## src/rtl/obs_pkg.sv

```systemverilog
// Shared constants and encodings for the multi-obstacle sprite renderer.
package obs_pkg;

  localparam int unsigned SPR_W_LOG2_DEF = 4;
  localparam int unsigned SPR_H_LOG2_DEF = 4;
  localparam int unsigned TYPE_W_DEF     = 2;
  localparam int unsigned HIT_ID_W       = 3;
  localparam int unsigned GROUND_Y       = 42;

  typedef enum logic [1:0] {
    TYPE_CACTUS_S = 2'd0,
    TYPE_CACTUS_L = 2'd1,
    TYPE_BIRD_UP  = 2'd2,
    TYPE_BIRD_DN  = 2'd3
  } obs_type_e;

  // Coordinate width after down-conversion from the native 10-bit raster.
  function automatic int unsigned coord_w(input int unsigned conv);
    return 10 - conv;
  endfunction

endpackage

```

## src/rtl/obs_render_if.sv

```systemverilog
// Pixel, obstacle-table, sprite-ROM and collision signals of the obstacle renderer.
interface obs_render_if
  import obs_pkg::*;
#(
  parameter int unsigned CONV       = 0,
  parameter int unsigned NUM_OBS    = 3,
  parameter int unsigned SPR_W_LOG2 = SPR_W_LOG2_DEF,
  parameter int unsigned SPR_H_LOG2 = SPR_H_LOG2_DEF,
  parameter int unsigned TYPE_W     = TYPE_W_DEF
);
  localparam int unsigned W  = coord_w(CONV);
  localparam int unsigned AW = TYPE_W + SPR_H_LOG2 + SPR_W_LOG2;

  logic [W-1:0]              i_hpos;
  logic [W-1:0]              i_vpos;
  logic [NUM_OBS*W-1:0]      i_xpos;
  logic [NUM_OBS*W-1:0]      i_ypos;
  logic [NUM_OBS*TYPE_W-1:0] i_type;
  logic [NUM_OBS-1:0]        i_en;
  logic [AW-1:0]             o_rom_addr;
  logic                      i_sprite_color;
  logic                      i_color_dino;
  logic                      i_frame_start;
  logic                      o_color_obs;
  logic [HIT_ID_W-1:0]       o_hit_id;
  logic                      o_collision;

  modport master (
    output i_hpos, i_vpos, i_xpos, i_ypos, i_type, i_en,
    output i_sprite_color, i_color_dino, i_frame_start,
    input  o_rom_addr, o_color_obs, o_hit_id, o_collision
  );

  modport slave (
    input  i_hpos, i_vpos, i_xpos, i_ypos, i_type, i_en,
    input  i_sprite_color, i_color_dino, i_frame_start,
    output o_rom_addr, o_color_obs, o_hit_id, o_collision
  );

endinterface

```

## src/rtl/obs_hit_lane.sv

```systemverilog
// One obstacle lane: registered sprite-relative offsets, enable/type and the box hit test.
module obs_hit_lane #(
  parameter int unsigned W          = 10,
  parameter int unsigned SPR_W_LOG2 = 4,
  parameter int unsigned SPR_H_LOG2 = 4,
  parameter int unsigned TYPE_W     = 2
) (
  input  logic              clk,
  input  logic              rst,
  input  logic [W-1:0]      hpos,
  input  logic [W-1:0]      vpos,
  input  logic [W-1:0]      xpos,
  input  logic [W-1:0]      ypos,
  input  logic [TYPE_W-1:0] typ,
  input  logic              en,
  output logic [W-1:0]      x_off_r,
  output logic [W-1:0]      y_off_r,
  output logic [TYPE_W-1:0] type_r,
  output logic              hit_c
);
  localparam logic [W-1:0] SPR_W = W'(1 << SPR_W_LOG2);
  localparam logic [W-1:0] SPR_H = W'(1 << SPR_H_LOG2);

  logic en_r;

  // xpos is the right edge, so bias by sprite width to get a 0-based column.
  always_ff @(posedge clk) begin
    if (rst) begin
      x_off_r <= '0;
      y_off_r <= '0;
      type_r  <= '0;
      en_r    <= 1'b0;
    end else begin
      x_off_r <= hpos - xpos + SPR_W;
      y_off_r <= vpos - ypos;
      type_r  <= typ;
      en_r    <= en;
    end
  end

  // Wrapped offsets make off-screen-left columns fall outside the box naturally.
  assign hit_c = en_r && (x_off_r < SPR_W) && (y_off_r < SPR_H);

endmodule

```

## src/rtl/obs_render_multi.sv

```systemverilog
// Multi-lane obstacle renderer: per-lane hit test, lowest-index priority ROM mux,
// registered pixel/hit-id output and a per-frame sticky collision flag.
module obs_render_multi
  import obs_pkg::*;
#(
  parameter int unsigned CONV       = 0,
  parameter int unsigned NUM_OBS    = 3,
  parameter int unsigned SPR_W_LOG2 = SPR_W_LOG2_DEF,
  parameter int unsigned SPR_H_LOG2 = SPR_H_LOG2_DEF,
  parameter int unsigned TYPE_W     = TYPE_W_DEF
) (
  input  logic         clk,
  input  logic         rst,
  obs_render_if.slave  bus
);
  localparam int unsigned W  = coord_w(CONV);
  localparam int unsigned AW = TYPE_W + SPR_H_LOG2 + SPR_W_LOG2;

  logic [W-1:0]        x_off_r [NUM_OBS];
  logic [W-1:0]        y_off_r [NUM_OBS];
  logic [TYPE_W-1:0]   type_r  [NUM_OBS];
  logic [NUM_OBS-1:0]  hit_c;
  logic                any_hit_c;
  logic [HIT_ID_W-1:0] sel_c;
  logic [AW-1:0]       rom_addr_c;

  for (genvar k = 0; k < NUM_OBS; k++) begin : g_lane
    obs_hit_lane #(
      .W          (W),
      .SPR_W_LOG2 (SPR_W_LOG2),
      .SPR_H_LOG2 (SPR_H_LOG2),
      .TYPE_W     (TYPE_W)
    ) u_lane (
      .clk     (clk),
      .rst     (rst),
      .hpos    (bus.i_hpos),
      .vpos    (bus.i_vpos),
      .xpos    (bus.i_xpos[k*W +: W]),
      .ypos    (bus.i_ypos[k*W +: W]),
      .typ     (bus.i_type[k*TYPE_W +: TYPE_W]),
      .en      (bus.i_en[k]),
      .x_off_r (x_off_r[k]),
      .y_off_r (y_off_r[k]),
      .type_r  (type_r[k]),
      .hit_c   (hit_c[k])
    );
  end

  // Lowest hitting lane owns the pixel, even where its sprite is transparent.
  always_comb begin
    any_hit_c  = 1'b0;
    sel_c      = '0;
    rom_addr_c = '0;
    for (int k = 0; k < NUM_OBS; k++) begin
      if (hit_c[k] && !any_hit_c) begin
        any_hit_c  = 1'b1;
        sel_c      = HIT_ID_W'(k);
        rom_addr_c = {type_r[k], y_off_r[k][SPR_H_LOG2-1:0], x_off_r[k][SPR_W_LOG2-1:0]};
      end
    end
  end

  assign bus.o_rom_addr = rom_addr_c;

  always_ff @(posedge clk) begin
    if (rst) begin
      bus.o_color_obs <= 1'b0;
      bus.o_hit_id    <= '0;
    end else begin
      bus.o_color_obs <= any_hit_c && bus.i_sprite_color;
      bus.o_hit_id    <= any_hit_c ? sel_c : '0;
    end
  end

  // Set beats the frame-start clear so a hit on the first pixel is not lost.
  always_ff @(posedge clk) begin
    if (rst) begin
      bus.o_collision <= 1'b0;
    end else if (bus.o_color_obs && bus.i_color_dino) begin
      bus.o_collision <= 1'b1;
    end else if (bus.i_frame_start) begin
      bus.o_collision <= 1'b0;
    end
  end

endmodule

```

## src/flat_wrapper.sv

```systemverilog
// flat-port wrapper written by rule: the top's interface ports become plain ports
module obs_render_multi_flat import obs_pkg::*;
#(
  parameter int unsigned CONV       = 0,
  parameter int unsigned NUM_OBS    = 3,
  parameter int unsigned SPR_W_LOG2 = SPR_W_LOG2_DEF,
  parameter int unsigned SPR_H_LOG2 = SPR_H_LOG2_DEF,
  parameter int unsigned TYPE_W     = TYPE_W_DEF
)
  (clk, rst, bus_i_hpos, bus_i_vpos, bus_i_xpos, bus_i_ypos, bus_i_type, bus_i_en, bus_i_sprite_color, bus_i_color_dino, bus_i_frame_start, bus_o_rom_addr, bus_o_color_obs, bus_o_hit_id, bus_o_collision);
  obs_render_if #(.CONV(CONV), .NUM_OBS(NUM_OBS), .SPR_W_LOG2(SPR_W_LOG2), .SPR_H_LOG2(SPR_H_LOG2), .TYPE_W(TYPE_W)) bus_i ();
  input  logic clk;
  input  logic rst;
  input wire logic [$bits(bus_i.i_hpos)-1:0] bus_i_hpos;
  input wire logic [$bits(bus_i.i_vpos)-1:0] bus_i_vpos;
  input wire logic [$bits(bus_i.i_xpos)-1:0] bus_i_xpos;
  input wire logic [$bits(bus_i.i_ypos)-1:0] bus_i_ypos;
  input wire logic [$bits(bus_i.i_type)-1:0] bus_i_type;
  input wire logic [$bits(bus_i.i_en)-1:0] bus_i_en;
  input wire logic [$bits(bus_i.i_sprite_color)-1:0] bus_i_sprite_color;
  input wire logic [$bits(bus_i.i_color_dino)-1:0] bus_i_color_dino;
  input wire logic [$bits(bus_i.i_frame_start)-1:0] bus_i_frame_start;
  output wire logic [$bits(bus_i.o_rom_addr)-1:0] bus_o_rom_addr;
  output wire logic [$bits(bus_i.o_color_obs)-1:0] bus_o_color_obs;
  output wire logic [$bits(bus_i.o_hit_id)-1:0] bus_o_hit_id;
  output wire logic [$bits(bus_i.o_collision)-1:0] bus_o_collision;
  assign bus_i.i_hpos = bus_i_hpos;
  assign bus_i.i_vpos = bus_i_vpos;
  assign bus_i.i_xpos = bus_i_xpos;
  assign bus_i.i_ypos = bus_i_ypos;
  assign bus_i.i_type = bus_i_type;
  assign bus_i.i_en = bus_i_en;
  assign bus_i.i_sprite_color = bus_i_sprite_color;
  assign bus_i.i_color_dino = bus_i_color_dino;
  assign bus_i.i_frame_start = bus_i_frame_start;
  assign bus_o_rom_addr = bus_i.o_rom_addr;
  assign bus_o_color_obs = bus_i.o_color_obs;
  assign bus_o_hit_id = bus_i.o_hit_id;
  assign bus_o_collision = bus_i.o_collision;
  obs_render_multi #(.CONV(CONV), .NUM_OBS(NUM_OBS), .SPR_W_LOG2(SPR_W_LOG2), .SPR_H_LOG2(SPR_H_LOG2), .TYPE_W(TYPE_W)) u_core (.clk(clk), .rst(rst), .bus(bus_i));
endmodule
```

## config.mk

```make
export PLATFORM = sky130hd
export DESIGN_NAME = obs_render_multi_flat
export DESIGN_NICKNAME = d
export VERILOG_FILES = /design/src/rtl/obs_pkg.sv /design/src/rtl/obs_render_if.sv /design/src/rtl/obs_hit_lane.sv /design/src/rtl/obs_render_multi.sv /design/src/flat_wrapper.sv
export SDC_FILE = /design/constraint.sdc
export NUM_CORES = 1
export LEC_CHECK = 0
export BUFFER_PORTS_ARGS = -buffer_cell sky130_fd_sc_hd__buf_2
export CAP_MARGIN = 20
export CORE_MARGIN = 3
export CORE_UTILIZATION = 40
export CTS_BUF_LIST = sky130_fd_sc_hd__clkbuf_4
export DETAILED_ROUTE_END_ITERATION = 8
export PLACE_DENSITY = 0.67
export SYNTH_ARGS = -nofsm -noshare
export SYNTH_HDL_FRONTEND = slang
export SYNTH_HIERARCHICAL = 1
export SYNTH_SLANG_ARGS = --single-unit
```

## constraint.sdc

```tcl
create_clock -name clk -period 6.4 [get_ports clk]
set_input_delay 0.96 -clock clk [delete_from_list [all_inputs] [get_ports clk]]
set_output_delay 0.96 -clock clk [all_outputs]
set_load 0.01 [all_outputs]
```

==> summary.md, run 1 <==
| Metric | Value |
|---|---|
| Hold slack | `0.466 ns` |
| Sequential power share | `44.6%` |
| Leak | `between 2 and 3 nW` |
| Detail Route Antenna Nets | `0` |
| Core Rows | `39` |
| Most numerous cell in the Yosys netlist | `ha_1` |
| Post_cts resized | `0` |
| Clock power share | `between 20% and 30%` |
| Vias post-DR | `approximately 4.2k` |
| Share of the synthesized area in the top cell type | `between 20% and 30%` |
| Final Hold Vio Count | `0` |
| Combinational Power Share | `a little under a third` |
| Clock root buffer master | `clkbuf_4` |
| Sw frac | `32.1%` |
| Post-Route Skew | `roughly 0.021 ns` |
| Area Overhead vs Synth | `17.5%` |
| Drt via density | `4.94` |
| RSZ-0062 raised after global routing | `no` |
| Highest clock rate | `320 MHz` |
| Vias in the first global route | `4138` |
| Syn Nets | `743` |
| Cell repeated most along the worst path | `a21oi_1` |
| Ys async rst share | `0%` |
| Period minus WS final | `about 3.1 ns` |
| Status | `finished clean` |
| Hpwl dp | `9.56 mm` |
| Sw power | `0.000379 W` |
| Worst slew pin tran | `0.746 ns` |
| Largest delay share family, worst path | `simple AND/OR/NAND/NOR gates` |
| Crit Path Category | `flop to output port` |
| Overflow after GRT | `0` |
| Clock Latency Late Sink | `0.41 ns` |
| Post-route cell area | `5810 µm²` |
| Post-CTS Setup Bufs | `0` |
| Longest individual stage delay on the worst path | `0.52 ns` |
| Worst setup SP type | `flop` |
| Top cells by count, synth | `ha_1, dfxtp_1, inv_1` |
| Mapped Area | `roughly 4900 µm²` |
| DRC | `0` |
| Yosys top cell by area | `dfxtp_1` |
| Relative slew slack | `50.3%` |
| GRT Total Usage | `17.2%` |
| WP buf/inv | `2` |
| Slew Limit Fails | `0` |
| Clk buf depth | `2` |
| IO Pins | `109` |
| Layout cells sized above 1 | `22.1%` |
| Num CTS Buffers | `9` |
| Warnings from Yosys | `6` |
| Worst Setup End Kind | `output port` |
| Ranking of synthesized cells by area | `dfxtp_1, ha_1, inv_1, nor2b_1, a21oi_1` |
| Syn Area/Cell | `8.76 µm²` |
| Largest net degree at the start of global routing | `74` |
| # clock sinks | `73` |
| Port-buffer cells | `~110` |
| HP Class | `flop to flop` |
| Crit path cell chain | `or4_1 -> nor4_2 -> buf_4 -> a21oi_1 -> a21oi_1 -> buf_2` |
| Setup tns final | `0 ns` |
| CTS tree | `yes` |
| Distinct cells, synth | `43` |
| Crit-path max FO | `23` |
| First drt pass iteration count | `5` |
| Cell area after placement | `~5700 µm²` |
| Post-synth EDFFs | `0` |
| Post-Synthesis Cells | `roughly 570` |
| CP Data Arrival Time | `2.16 ns` |
| Required time worst endpoint | `between 5 and 6 ns` |
| # setup viols final | `0` |
| Max Cap Violations | `0` |
| Synth Flop Type | `dfxtp_1` |
| Synth Register Bits | `73` |
| Nets | `around 850` |
| Die X | `117 µm` |
| Final wirelength | `roughly 11 mm` |
| DIE AREA | `13700 µm²` |
| Post-synthesis sequential area ratio | `29.5%` |
| Hold_buf cts | `0` |
| Maximum VDD drop | `0.0797 mV` |
| Starting Density | `42.1%` |
| Routed wire per std cell | `13.6 µm` |
| CTS clock-pin slew for the worst setup and hold paths | `0.13 ns` |
| Antenna violations before repair | `1` |
| Slowest CP cell | `or4_1` |
| First-pass GRT wire length | `roughly 19 mm` |
| Initial DRC Count | `152` |
| Crit share post-route | `48.8%` |
| Chip height | `about 120 µm` |
| Core area | `11800 µm²` |
| Power Density | `just over 200 nW/µm²` |
| Pint | `0.000801 W` |
| Routability Congestion | `0.842` |
| CTS H-tree lvls | `3` |
## stage by stage
| step | cells | total power, W | util (%) | worst slack (ns) |
|---|---|---|---|---|
| final | 845 | 0.00118 | 49.4 | 3.28 |
| after global placement | 827 | 0.000892 | 48.1 | 3.31 |
| after detailed placement | 827 | 0.000901 | 48.1 | 3.12 |
| after CTS | 843 | 0.00120 | 49.4 | 2.66 |
| after global routing | 845 | 0.00127 | 49.4 | 3.09 |
| after floorplan | 565 | 0.000792 | - | 3.57 |
## area by class of cell
type	instances	area [µm²]
fill	1150	5950
multi-input combinational	408	3170
sequential	73	1460
timing repair buffer	111	566
inverter	72	270
tap	164	205
clock inverter	7	76.3
clock buffer	9	67.6
antenna	1	2.50
## layout by cell type, fill, tap and decap left out, types with 8 or more instances in the layout
cell type,instances
xnor2_1,21
ha_1,78
a211oi_1,15
nand3b_1,10
o21bai_1,9
nand2b_1,10
nor2_1,45
buf_2,107
nor3_1,15
o21ai_0,21
inv_1,72
a21oi_1,37
dfxtp_1,73
a21oi_2,8
nand2_1,19
o21a_1,9
nor2b_1,31
xor2_1,18
clkbuf_4,9
## per-layer routing
layer | global-route usage (%) | vias up | wire length, µm
li1 | - | 2152 | -
met1 | 22.2 | 1946 | 5350
met2 | 30.0 | 72 | 5660
met3 | 2.62 | 8 | 345
met4 | 4.43 | 0 | 104
met5 | 0 | - | 0
## worst paths after layout
check	start	to	slack, ns	cells after the start
max	u_core/g_lane[1].u_lane/x_off_r[9]	bus_o_rom_addr[0]	3.28	6
min	u_core/bus.o_color_obs	u_core/bus.o_collision	0.47	2
max reg2reg	u_core/g_lane[0].u_lane/x_off_r[9]	u_core/bus.o_color_obs	4.77	5
min reg2reg	u_core/bus.o_color_obs	u_core/bus.o_collision	0.47	2
## power by group through the flow
| stage | Combinational, W | Sequential [W] | Clock (W) |
|---|---|---|---|
| 4_1_cts | 0.000367 | 0.000527 | 0.000302 |
| 2_1_floorplan | 0.000262 | 0.000530 | 0 |
| 5_1_grt | 0.000416 | 0.000531 | 0.000321 |
| 3_3_place_gp | 0.000355 | 0.000537 | 0 |
| 3_5_place_dp | 0.000364 | 0.000537 | 0 |
| 6_report | 0.000365 | 0.000526 | 0.000290 |
## logic make-up (layout without fill, tap and decap cells)
family          Yosys count  after routing  synth area share (%)
flops                    73             73                  29.5
buf+inv                  84            199                  6.85
fa+ha+maj                84             84                  22.2
other cells               1              2                0.0758
xor+xnor                 39             39                  6.90
simple gates            161            161                  17.9
compound gates          123            123                  16.6
## state kept, by name, summed over array words and instances, names as in the netlist
signal / count
u_core/g_lane.u_lane/x_off_r: 30
u_core/g_lane.u_lane/y_off_r: 30
u_core/g_lane.u_lane/type_r: 6
u_core/g_lane.u_lane/en_r: 3
u_core/bus.o_hit_id: 2
u_core/bus.o_collision: 1
u_core/bus.o_color_obs: 1
## tightest hold or removal path, cell delays in order (launching register included)
cell	delay (ns)
dfxtp_1	0.33
nand2_1	0.06
a21oi_1	0.05
Note: power is estimated with default switching activity, not from simulation.
==> run 2, diff against run 1 <==
==> constraint.sdc (replaced) <==
create_clock -name clk -period 3.1 [get_ports clk]
set_input_delay 0.465 -clock clk [delete_from_list [all_inputs] [get_ports clk]]
set_output_delay 0.465 -clock clk [all_outputs]
set_load 0.01 [all_outputs]
==> summary.md, run 2 (synthesis gave the netlist of run 1 again) <==
| Metric | Value |
|---|---|
| Core area | `around 12000 µm²` |
| Num CTS Buffers | `9` |
| Sw frac | `33.9%` |
| # clock sinks | `73` |
| Routed wire per std cell | `13.7 µm` |
| Combinational Power Share | `31.7%` |
| Chip height | `117 µm` |
| Largest net degree at the start of global routing | `45` |
| Post-Route Skew | `0.0210 ns` |
| Detail Route Antenna Nets | `0` |
| Initial DRC Count | `224` |
| Post-CTS Setup Bufs | `0` |
| Clk buf depth | `2` |
| CP Data Arrival Time | `around 2.3 ns` |
| Relative slew slack | `47.1%` |
| Final instance count without filler cells | `846` |
| Routability Congestion | `0.871` |
| Cell area after placement | `5680 µm²` |
| Drt via density | `around 5` |
| Starting Density | `roughly 42%` |
| Die X | `roughly 120 µm` |
| Met2 Use GR | `29.8%` |
| Status | `finished clean` |
| Final wirelength | `between 10 and 15 mm` |
| Overflow after GRT | `0` |
| Port-buffer cells | `107` |
| Pre-CTS setup slack | `0.528 ns` |
| Core Rows | `39` |
| Power Density | `413 nW/µm²` |
| Slew Limit Fails | `0` |
| Biggest regs | `u_core/g_lane.u_lane/x_off_r x30, u_core/g_lane.u_lane/y_off_r x30, u_core/g_lane.u_lane/type_r x6` |
| First drt pass iteration count | `4` |
| Hold_buf cts | `0` |
| Util after Layout | `49.4%` |
| Leading cell type in the layout, fill and taps excluded | `buf_2` |
| Crit-path max FO | `23` |
| Crit Path Category | `flop to output port` |
| Setup tns final | `0 ns` |
| Commonest non-fill, non-tap cells in the layout | `buf_2, ha_1, dfxtp_1` |
| Clock power share | `about 23%` |
| Area Overhead vs Synth | `17.4%` |
| Vias in the first global route | `4248` |
| Worst Setup End Kind | `output port` |
| Gr busiest metal | `met2` |
| Fillers | `1122` |
| Layout cells sized above 1 | `22.2%` |
| Worst slew pin tran | `0.794 ns` |
| GRT Total Usage | `17.6%` |
| CTS H-tree lvls | `3` |
| DRC | `0` |
| Clock root buffer master | `clkbuf_4` |
| Post_cts resized | `0` |
| PnR worst setup slack | `between 0.3 and 0.4 ns` |
| RSZ-0062 raised after global routing | `no` |
| HP Class | `primary input to flop` |
| Antenna violations before repair | `1` |
| CTS tree | `yes` |
| Maximum VDD drop | `0.145 mV` |
| Leak | `2.82 nW` |
| Nets | `854` |
| IO Pins | `109` |
| First-pass GRT wire length | `19.1 mm` |
| CTS clock-pin slew for the worst setup and hold paths | `0.14 ns` |
| Pint | `about 0.0016 W` |
| Post-route cell area | `5810 µm²` |
| Max Cap Violations | `0` |
| Sequential power share | `45.2%` |
| Period minus WS final | `2.71 ns` |
| DIE AREA | `13700 µm²` |
| Required time worst endpoint | `2.63 ns` |
| Worst setup SP type | `flop` |
| Sw power | `0.000814 W` |
| M1 GR Usage | `22.1%` |
| Highest clock rate | `369 MHz` |
| Crit share post-route | `87.4%` |
| Global routing usage on met3 | `under 10%` |
| Final Hold Vio Count | `0` |
| Placed cells | `829` |
| Vias post-DR | `4231` |
| Clock Latency Late Sink | `between 0.4 and 0.5 ns` |
| # setup viols final | `0` |
| Hpwl dp | `9.63 mm` |
-- run 2: changes by cell type in the layout (fill, tap and decap cells not counted) --
cell | before | now
inv_8 | 0 | 2
clkinv_2 | 1 | 0
clkinvlp_4 | 2 | 4
bufinv_16 | 1 | 0
clkinv_4 | 1 | 0
inv_6 | 2 | 1
buf_4 | 4 | 5
-- run 2: worst paths after layout --
path	from	end	slack, ns	cells after the start
worst max-delay path	u_core/g_lane[0].u_lane/x_off_r[9]	bus_o_rom_addr[3]	0.39	6
worst min register to register	u_core/bus.o_color_obs	u_core/bus.o_collision	0.47	2
worst min-delay path	bus_i_type[0]	u_core/g_lane[0].u_lane/type_r[0]	0.24	2
worst max register to register	u_core/g_lane[0].u_lane/x_off_r[9]	u_core/bus.o_color_obs	1.43	5
-- run 2: final cells by class --
| class | instances | area (µm²) | share of cell area, % |
|---|---|---|---|
| inverter | 72 | 270 | 4.65 |
| tap | 164 | 205 | 3.53 |
| multi-input combinational | 408 | 3170 | 54.5 |
| clock buffer | 9 | 67.6 | 1.16 |
| timing repair buffer | 112 | 573 | 9.87 |
| clock inverter | 7 | 61.3 | 1.06 |
| sequential | 73 | 1460 | 25.2 |
| antenna | 1 | 2.50 | 0.0431 |
-- run 2: power by group through the flow --
stage | Clock (W) | Sequential, W | Combinational (W)
final | 0.000553 | 0.00109 | 0.000761
after global routing | 0.000610 | 0.00110 | 0.000861
after CTS | 0.000571 | 0.00109 | 0.000764
after detailed placement | 0 | 0.00111 | 0.000757
after global placement | 0 | 0.00111 | 0.000736
after floorplan | 0 | 0.00109 | 0.000541
-- run 2: metal layers --
metal  vias to the layer above  share of wire [%]
li1                       2157                  -
met1                      1971                 44
met2                        89                 49
met3                        14                4.9
met4                         0                1.4
met5                         -                  0
-- run 2: critical path: stages (launching register included) --
cell     delay (ns)
dfxtp_1        0.32
or4_1          0.53
nor4_2         0.25
buf_4          0.30
nor2b_1        0.23
a21oi_2        0.04
buf_2          0.14
-- run 2: metrics by stage --
step,hold slack [ns],power (W)
after CTS,0.215,0.00242
after floorplan,0.477,0.00164
after global routing,0.192,0.00257
after global placement,0.448,0.00184
final,0.237,0.00240
after detailed placement,0.458,0.00186
==> run 3, diff against run 2 <==
--- a/config.mk
+++ b/config.mk
@@ -7,7 +7,7 @@
 export LEC_CHECK = 0
 export BUFFER_PORTS_ARGS = -buffer_cell sky130_fd_sc_hd__buf_2
 export CAP_MARGIN = 20
-export CORE_MARGIN = 3
+export CORE_MARGIN = 2
 export CORE_UTILIZATION = 40
 export CTS_BUF_LIST = sky130_fd_sc_hd__clkbuf_4
 export DETAILED_ROUTE_END_ITERATION = 8
==> summary.md, run 3 (synthesis gave the netlist of run 1 again) <==
| Metric | Value |
|---|---|
| First drt pass iteration count | `5` |
| Max Cap Violations | `0` |
| Vias post-DR | `4065` |
| Leading cell type in the layout, fill and taps excluded | `buf_2` |
| Final instance count without filler cells | `850` |
| Leak | `2.82 nW` |
| Slew Limit Fails | `0` |
| Core area | `between 10000 and 15000 µm²` |
| Num CTS Buffers | `9` |
| Layout cells sized above 1 | `22.2%` |
| Maximum VDD drop | `0.128 mV` |
| Crit share post-route | `85.3%` |
| GRT Total Usage | `between 15 and 20%` |
| Setup tns final | `0 ns` |
| Hold_buf cts | `0` |
| # setup viols final | `0` |
| Routed wire per std cell | `roughly 13 µm` |
| Vias in the first global route | `4042` |
| Hold slack | `0.247 ns` |
| HP Class | `primary input to flop` |
| Worst reg2reg path startpoint | `u_core/g_lane[2].u_lane/x_off_r[9]` |
| Power Density | `slightly above 400 nW/µm²` |
| Antenna violations before repair | `1` |
| Detail Route Antenna Nets | `0` |
| Overflow after GRT | `0` |
| Chip height | `115 µm` |
| Crit path cell chain | `or4_1 -> nor4_2 -> buf_4 -> a21oi_1 -> a21oi_2 -> buf_2` |
| Required time worst endpoint | `2.63 ns` |
| Status | `finished clean` |
| Clock root buffer master | `clkbuf_4` |
| Hold Startpoint | `bus_i_type[2]` |
| IO Pins | `109` |
| Area Overhead vs Synth | `17.5%` |
| Worst Setup End Kind | `output port` |
| CTS H-tree lvls | `3` |
| Reg2Reg Setup Slack | `1.49 ns` |
| Period minus WS final | `2.64 ns` |
| Worst setup SP type | `flop` |
| Longest individual stage delay on the worst path | `0.53 ns` |
| Final wirelength | `10.9 mm` |
| Highest clock rate | `around 380 MHz` |
| Nets | `854` |
| Hold path cells | `2` |
| Post-Route Skew | `0.0192 ns` |
| Final Total Pwr | `about 0.0024 W` |
| DIE AREA | `13300 µm²` |
| Die X | `between 100 and 150 µm` |
| Drt via density | `4.78` |
| Placed cells | `833` |
| Starting Density | `~41%` |
| PnR worst setup slack | `0.457 ns` |
| Core Rows | `40` |
| CTS clock-pin slew for the worst setup and hold paths | `0.14 ns` |
| First-pass GRT wire length | `between 15 and 20 mm` |
| Crit-path max FO | `23` |
| Post-CTS Setup Bufs | `0` |
| Largest net degree at the start of global routing | `41` |
| CP Data Arrival Time | `2.18 ns` |
| RSZ-0062 raised after global routing | `no` |
| WP buf/inv | `2` |
| Slowest CP cell | `or4_1` |
| Commonest non-fill, non-tap cells in the layout | `buf_2, ha_1, dfxtp_1` |
| FF-to-FF path depth | `4` |
| Final Hold Vio Count | `0` |
| CTS tree | `yes` |
| Crit Path Category | `flop to output port` |
| DRC | `0` |
| Largest delay share family, worst path | `simple AND/OR/NAND/NOR gates` |
| Port-buffer cells | `107` |
| Clk buf depth | `2` |
| Initial DRC Count | `195` |
| # clock sinks | `73` |
| Biggest regs | `u_core/g_lane.u_lane/x_off_r x30, u_core/g_lane.u_lane/y_off_r x30, u_core/g_lane.u_lane/type_r x6` |
| Hpwl dp | `9.06 mm` |
| WHS Endpoint | `u_core/g_lane[1].u_lane/type_r[0]` |
| Post_cts resized | `0` |
| Reg-to-Reg End | `u_core/bus.o_hit_id[1]` |
| Clock Latency Late Sink | `0.42 ns` |
| Routability Congestion | `0.838` |
| Pre-CTS setup slack | `0.503 ns` |
-- run 3: worst register-to-register path, delay by kind of cell (launching register included) --
family                 cells  cell delay (ns)
and+or+nand+nor            3             0.98
DFF                        1             0.32
buffers and inverters      1             0.24
-- run 3: power by group --
part,leakage [nW],switching (W),internal (W)
logic,2.15,0.000398,0.000350
registers,0.608,0.0000305,0.00105
clock network,0.0586,0.000360,0.000177
total,2.82,0.000789,0.00158
-- run 3: routing by layer --
layer	track usage, %	up-vias	wire length (µm)
li1	-	2159	-
met3	2.95	18	376
met2	28.7	73	5130
met4	6.99	0	241
met5	0	-	0
met1	20.8	1815	5110
-- run 3: worst max-delay path by stage --
stage / start / slack (ns) / end / depth (start not counted)
after floorplan: u_core/g_lane[1].u_lane/x_off_r[9] / 0.76 / bus_o_rom_addr[0] / 5
after global placement: bus_i_hpos[1] / 0.60 / u_core/g_lane[0].u_lane/x_off_r[7] / 9
after detailed placement: bus_i_hpos[1] / 0.50 / u_core/g_lane[0].u_lane/x_off_r[9] / 9
after CTS: u_core/g_lane[1].u_lane/x_off_r[9] / 0.42 / bus_o_rom_addr[6] / 6
after global routing: u_core/g_lane[1].u_lane/x_off_r[9] / 0.27 / bus_o_rom_addr[7] / 6
final: u_core/g_lane[1].u_lane/x_off_r[9] / 0.46 / bus_o_rom_addr[6] / 6
-- run 3: area by class of cell --
cell class              count  area [µm²]
inverters                  72         270
multi-input cells         408        3170
fillers                  1176        6250
flip-flops and latches     73        1460
clock buffers               9        67.6
diodes                      1        2.50
repair buffers            112         573
clock inverters             7        61.3
well taps                 168         210
-- run 3: per-stage QoR --
| step | utilization, % | instance area [µm²] |
|---|---|---|
| floorplan | - | 4950 |
| global placement | 47.1 | 5680 |
| detailed placement | 47.1 | 5680 |
| CTS | 48.2 | 5810 |
| global route | 48.2 | 5810 |
| finish | 48.2 | 5810 |
